## src/rtl/mem_dual_copier.sv

```systemverilog
// mem_dual_copier: block copier driving both ports of a mem_dual RAM.
// Optional destination read-back check: define MEM_DUAL_COPIER_VERIFY_EN.
module mem_dual_copier #(
    parameter int WIDTH = 8,
    parameter int DEPTH = 64,
    parameter int AW    = 6
) (
    input  logic             clock,
    input  logic             reset,
    input  logic             start,
    input  logic [AW-1:0]    src_base,
    input  logic [AW-1:0]    dst_base,
    input  logic [AW:0]      length,
    output logic             busy,
    output logic             done,
`ifdef MEM_DUAL_COPIER_VERIFY_EN
    output logic             mismatch,
    output logic [AW-1:0]    mismatch_addr,
`endif
    output logic [AW-1:0]    address_0,
    output logic [WIDTH-1:0] data_0,
    output logic             wren_0,
    input  logic [WIDTH-1:0] q_0,
    output logic [AW-1:0]    address_1,
    output logic [WIDTH-1:0] data_1,
    output logic             wren_1,
    input  logic [WIDTH-1:0] q_1
);

    typedef enum logic [1:0] {
        IDLE   = 2'd0,
        READ   = 2'd1,
        DONE   = 2'd2
`ifdef MEM_DUAL_COPIER_VERIFY_EN
        , VERIFY = 2'd3
`endif
    } state_t;

    localparam logic [AW:0] LEN_MAX = (AW+1)'(DEPTH);

    state_t         state;
    state_t         state_next;
    logic           accept;
    logic           issue;
    logic           in_run;
    logic [AW-1:0]  src_r;
    logic [AW-1:0]  dst_r;
    logic [AW:0]    len_r;
    logic [AW:0]    rd_cnt;
    logic [AW-1:0]  wr_ptr;
    logic           rd_v;

`ifdef MEM_DUAL_COPIER_VERIFY_EN
    logic           vissue;
    logic           rd_last;
    logic           chk_v1;
    logic           chk_v2;
    logic [AW-1:0]  chk_addr;
`endif

    // Port 0 never writes; port 1 write data is the word just read.
    assign data_0 = '0;
    assign wren_0 = 1'b0;
    assign data_1 = q_0;

`ifdef MEM_DUAL_COPIER_VERIFY_EN
    assign in_run  = (state == READ) || (state == VERIFY);
    assign rd_last = (state == READ) && !issue;
`else
    assign in_run  = (state == READ);
    logic unused_q_1;
    assign unused_q_1 = ^q_1;
`endif

    // State register.
    always_ff @(posedge clock or posedge reset) begin
        if (reset) begin
            state <= IDLE;
        end else begin
            state <= state_next;
        end
    end

    // Next-state and issue decisions; a start during the done pulse is dropped.
    always_comb begin
        state_next = state;
        accept     = 1'b0;
        issue      = 1'b0;
`ifdef MEM_DUAL_COPIER_VERIFY_EN
        vissue     = 1'b0;
`endif
        unique case (state)
            IDLE: begin
                if (start && !done) begin
                    accept     = 1'b1;
                    state_next = (length == '0) ? DONE : READ;
                end
            end
            READ: begin
                if (rd_cnt < len_r) begin
                    issue = 1'b1;
                end else begin
`ifdef MEM_DUAL_COPIER_VERIFY_EN
                    state_next = VERIFY;
`else
                    state_next = DONE;
`endif
                end
            end
`ifdef MEM_DUAL_COPIER_VERIFY_EN
            VERIFY: begin
                if (rd_cnt < len_r) begin
                    vissue = 1'b1;
                end else begin
                    state_next = DONE;
                end
            end
`endif
            DONE: begin
                state_next = IDLE;
            end
            default: begin
                state_next = IDLE;
            end
        endcase
    end

    // Copy datapath: registered read address, one-deep valid pipe to the write port.
    always_ff @(posedge clock or posedge reset) begin
        if (reset) begin
            src_r     <= '0;
            dst_r     <= '0;
            len_r     <= '0;
            rd_cnt    <= '0;
            wr_ptr    <= '0;
            rd_v      <= 1'b0;
            address_0 <= '0;
            address_1 <= '0;
            wren_1    <= 1'b0;
            busy      <= 1'b0;
            done      <= 1'b0;
        end else begin
            busy   <= in_run;
            done   <= (state == DONE);
            rd_v   <= issue;
            wren_1 <= rd_v;
            if (accept) begin
                src_r  <= src_base;
                dst_r  <= dst_base;
                len_r  <= (length > LEN_MAX) ? LEN_MAX : length;
                rd_cnt <= '0;
                wr_ptr <= '0;
            end
            if (issue) begin
                address_0 <= src_r + rd_cnt[AW-1:0];
                rd_cnt    <= rd_cnt + 1'b1;
            end
            if (rd_v) begin
                address_1 <= dst_r + wr_ptr;
                wr_ptr    <= wr_ptr + 1'b1;
            end
`ifdef MEM_DUAL_COPIER_VERIFY_EN
            if (rd_last) begin
                rd_cnt <= '0;
            end
            if (vissue) begin
                address_0 <= src_r + rd_cnt[AW-1:0];
                address_1 <= dst_r + rd_cnt[AW-1:0];
                rd_cnt    <= rd_cnt + 1'b1;
            end
`endif
        end
    end

`ifdef MEM_DUAL_COPIER_VERIFY_EN
    // Read-back compare; only the first failing destination address is kept.
    always_ff @(posedge clock or posedge reset) begin
        if (reset) begin
            chk_v1        <= 1'b0;
            chk_v2        <= 1'b0;
            chk_addr      <= '0;
            mismatch      <= 1'b0;
            mismatch_addr <= '0;
        end else begin
            chk_v1 <= vissue;
            chk_v2 <= chk_v1;
            if (chk_v1) begin
                chk_addr <= address_1;
            end
            if (accept) begin
                mismatch      <= 1'b0;
                mismatch_addr <= '0;
            end else if (chk_v2 && !mismatch && (q_0 != q_1)) begin
                mismatch      <= 1'b1;
                mismatch_addr <= chk_addr;
            end
        end
    end
`endif

endmodule

```

## config.mk

```make
export PLATFORM = sky130hd
export DESIGN_NAME = mem_dual_copier
export DESIGN_NICKNAME = d
export VERILOG_FILES = /design/src/rtl/mem_dual_copier.sv
export SDC_FILE = /design/constraint.sdc
export NUM_CORES = 1
export LEC_CHECK = 0
export BUFFER_PORTS_ARGS = -buffer_cell sky130_fd_sc_hd__buf_2
export CORE_ASPECT_RATIO = 0.8
export CORE_UTILIZATION = 40
export DETAILED_ROUTE_END_ITERATION = 8
export PLACE_DENSITY = 0.7
export SLEW_MARGIN = 20
export SYNTH_ARGS = -nofsm -noshare
export SYNTH_HDL_FRONTEND = slang
export SYNTH_SLANG_ARGS = --single-unit
```

## constraint.sdc

```tcl
create_clock -name clock -period 7.1 [get_ports clock]
set_clock_uncertainty 0.15 [all_clocks]
set_input_delay 0.71 -clock clock [delete_from_list [all_inputs] [get_ports clock]]
set_output_delay 0.71 -clock clock [all_outputs]
set_load 0.02 [all_outputs]
```

==> qor.tcl <==
set qor(status) {finished clean}
set qor(critical_path.cell_chain) {ha_1, and3_1, a221o_1, a31o_4, clkinv_4, nor2_2, a221o_1}
set qor(cp-start-kind) {flop}
set qor(grt_antenna_before_repair) 0
set qor(ys_seq_area_frac) 0.463
set qor(reg2reg_from) {rd_cnt[5]}
set qor(clock_transition_at_the_registers_of_the_reported_paths_ps) 90
set qor(worst_r2r_end) {rd_cnt[5]}
set qor(synth_warnings) 0
set qor(holdBufCountCts) 0
set qor(dieArea_mm2) 0.00709
set qor(setup_slack_ps) 4650
set qor(max_cap_viol) 0
set qor(worst_pin_slew_ps) 998
set qor(critical_path_peak_fanout) 15
set qor(rsz_0062_raised_after_global_routing) {no}
set qor(vdd.ir_drop.worst_mv) 0.188
set qor(drive_above_1_share) 0.173
set qor(min_path_type) {flop to flop}
set qor(drc_errors) 0
set qor(die_y_um) 75.5
set qor(holdPathEnd) {address_0[3]}
set qor(critical_path_arrival_ps) 2480
set qor(insertion_delay_of_the_later_clocked_pin_in_the_worst_skew_pair_ps) 300
set qor(gates_resized_cts_repair) 0
set qor(start_util) 0.419
set qor(io_pins) 70
set qor(min-delay-start) {address_0[3]}
set qor(relative_area_change_from_synthesis_to_final_layout_pct) 9.63
set qor(crit_type) {flop to flop}
set qor(power.static_leakage_uw) 0.00153
set qor(layout.cells.most_common) {nand2_1}
set qor(num_rows) 26
set qor(period_minus_slack_ps) 2450
set qor(grtUsageTotal) 0.156
set qor(post-route-cell-area_mm2) 0.00296
set qor(synthCells) 274
set qor(critical_path.max_stage_delay_ps) 460
set qor(core_region_area_mm2) 0.00644
set qor(fin_setup_tns_ps) 0
set qor(antenna_cells) 0
set qor(final_cell_mix) {nand2_1 (59), dfrtp_1 (50), buf_2 (36)}
set qor(cts_buffers) 5
set qor(first_global_vias) 1810
set qor(timing_hold_violations_final) 0
set qor(synth.lib_cells_used.distinct) 43
set qor(timing.max_slew.rel_slack) 0.334
set qor(drt_antenna_net_count) 0
set qor(finalSetupViolCount) 0
set qor(routed-via-count) 1879
set qor(post_synth.cell_area_avg_um2) 9.86
set qor(root_buffer) {clkbuf_8}
set qor(final_util) 0.460
set qor(tritoncts_clock_tree) {done}
set qor(dpl-instance-area_mm2) 0.00285
set qor(cts.repair_timing.setup_buffer_count) 0
set qor(detail_route.wl_per_cell_um) 12.7
set qor(buffer_ports.inserted) 36
set qor(cts_buffer_depth) 2
set qor(place_congestion) 0.779
set qor(gr-total-overflow) 0
set qor(crit_family) {compound AO/OA/AOI/OAI gates}
set qor(crit_buf_inv) 1
set qor(wire_length_of_the_first_global_routing_pass_mm) 8.49
set qor(firstDrtPassIters) 4
set qor(setup_slack_of_the_worst_register_to_register_path_ps) 4650
set qor(dieWidth_um) 93.9
set qor(wl_mm) 4.87
set qor(final-max-slew-violation-count) 0
set qor(drt_iter0_drc) 76
set qor(postSynthRegisterBits) 50
set qor(worst_setup_path_startpoint) {rd_cnt[5]}
set qor(critPathRequiredTime_ps) 7140
set qor(count_of_clock_tree_sinks) 50
set qor(syn_area_mm2) 0.00270
set qor(post_drt_via_cell_ratio) 4.89
set qor(crit_path_end_kind) {flop}
set qor(power.density_cell_area_mw_per_mm2) 428
set qor(fmax_ghz) 0.409
set qor(place.detailed.hpwl_mm) 3.50
set qor(hold_depth) 2
set qor(power.total_uw) 1270
set qor(pin_count_of_the_biggest_net_entering_global_routing) 51
set qor(timing.final.crit_share) 0.345
set qor(pre_cts_ws_ps) 4350
set qor(worst_r2r_path_depth) 7
set qor(slowest_stage) {dfrtp_1}
set qor(fin_nets) 357
set qor(cpMostUsedCell) {a221o_1}
set qor(h_tree_level_count) 2
[worst max path at each step]
stage	slack (ps)	depth (start not counted)	endpoint
global route	4520	7	rd_cnt[5]
CTS	4640	7	rd_cnt[5]
floorplan	4880	7	address_0[0]
detailed placement	4350	5	rd_cnt[5]
finish	4650	7	rd_cnt[5]
global placement	4390	5	rd_cnt[5]
[sequential cells by signal (all words and copies together), names as in the netlist]
register	flops
len_r	7
rd_cnt	7
address_0	6
address_1	6
dst_r	6
src_r	6
wr_ptr	6
state	2
busy	1
done	1
rd_v	1
wren_1	1
[synth_stat cells]
master	count	share of area
or4_1	1	0.0028
nand3b_1	6	0.017
xor2_1	6	0.019
and3_1	4	0.0093
and2b_1	2	0.0056
mux2_4	1	0.0056
a211oi_1	1	0.0028
nor3b_1	1	0.0028
conb_1	1	0.0014
nor2_1	7	0.0097
o21bai_1	1	0.0028
nor4_1	1	0.0023
nand2_1	59	0.082
inv_1	11	0.015
mux2_2	3	0.013
mux2i_1	4	0.015
fa_1	2	0.015
dfrtp_1	50	0.46
nor2_2	1	0.0023
mux2_1	3	0.013
or3b_1	1	0.0032
buf_6	1	0.0042
clkinv_4	1	0.0032
nor3_1	3	0.0056
a311oi_1	1	0.0032
buf_4	17	0.047
clkbuf_1	6	0.0083
nand3_1	6	0.011
xnor2_1	8	0.026
ha_1	18	0.083
buf_1	1	0.0014
a21oi_1	9	0.017
a21o_1	6	0.017
o21ai_1	19	0.035
nor2b_1	2	0.0046
a221o_1	2	0.0074
a31o_4	1	0.0065
a211o_1	2	0.0065
or2_1	1	0.0023
nand2b_1	1	0.0023
o21ai_0	1	0.0019
buf_2	1	0.0019
o31ai_1	1	0.0028
[power by group]
| part | internal (uW) | switching [uW] |
|---|---|---|
| combinational | 237 | 330 |
| sequential | 404 | 95.7 |
| clock | 105 | 97.0 |
| total | 746 | 523 |
[kinds of logic after synthesis]
family / share of synthesized area
AOI/OAI and AO/OA: 0.102
xor gates and xnor gates: 0.0454
adders and majority gates: 0.0982
buffers and inverters: 0.0815
DFF: 0.463
muxes: 0.0454
other: 0.00139
and+or+nand+nor: 0.163
[per-stage QoR]
| step | std cells | hold WS [ps] |
|---|---|---|
| 2_1_floorplan | 282 | 202 |
| 3_3_place_gp | 376 | 293 |
| 3_5_place_dp | 376 | 322 |
| 4_1_cts | 384 | 343 |
| 5_1_grt | 384 | 369 |
| 6_report | 384 | 337 |
[cell type report]
class                           instances  area, um2
Sequential cell                        50       1250
Tap cell                               84        105
Inverter                               12       51.3
Fill cell                             638       3480
Clock inverter                          3       45.0
Multi-Input combinational cell        194       1260
Clock buffer                            5       68.8
Timing Repair Buffer                   36        180
[layer usage]
layer	routed length, um	track usage	vias to the layer above
li1	-	-	947
met1	2550	0.230	878
met2	2000	0.230	52
met3	299	0.0359	2
met4	26	0.0479	0
met5	0	0	-
[worst register-to-register path, cell delays in order (launching register included)]
cell and delay (ps):
dfrtp_1 460, ha_1 320, and3_1 190, a221o_1 350, a31o_4 290, clkinv_4 130
nor2_2 60, a221o_1 380
(Power assumes the default switching activity.)
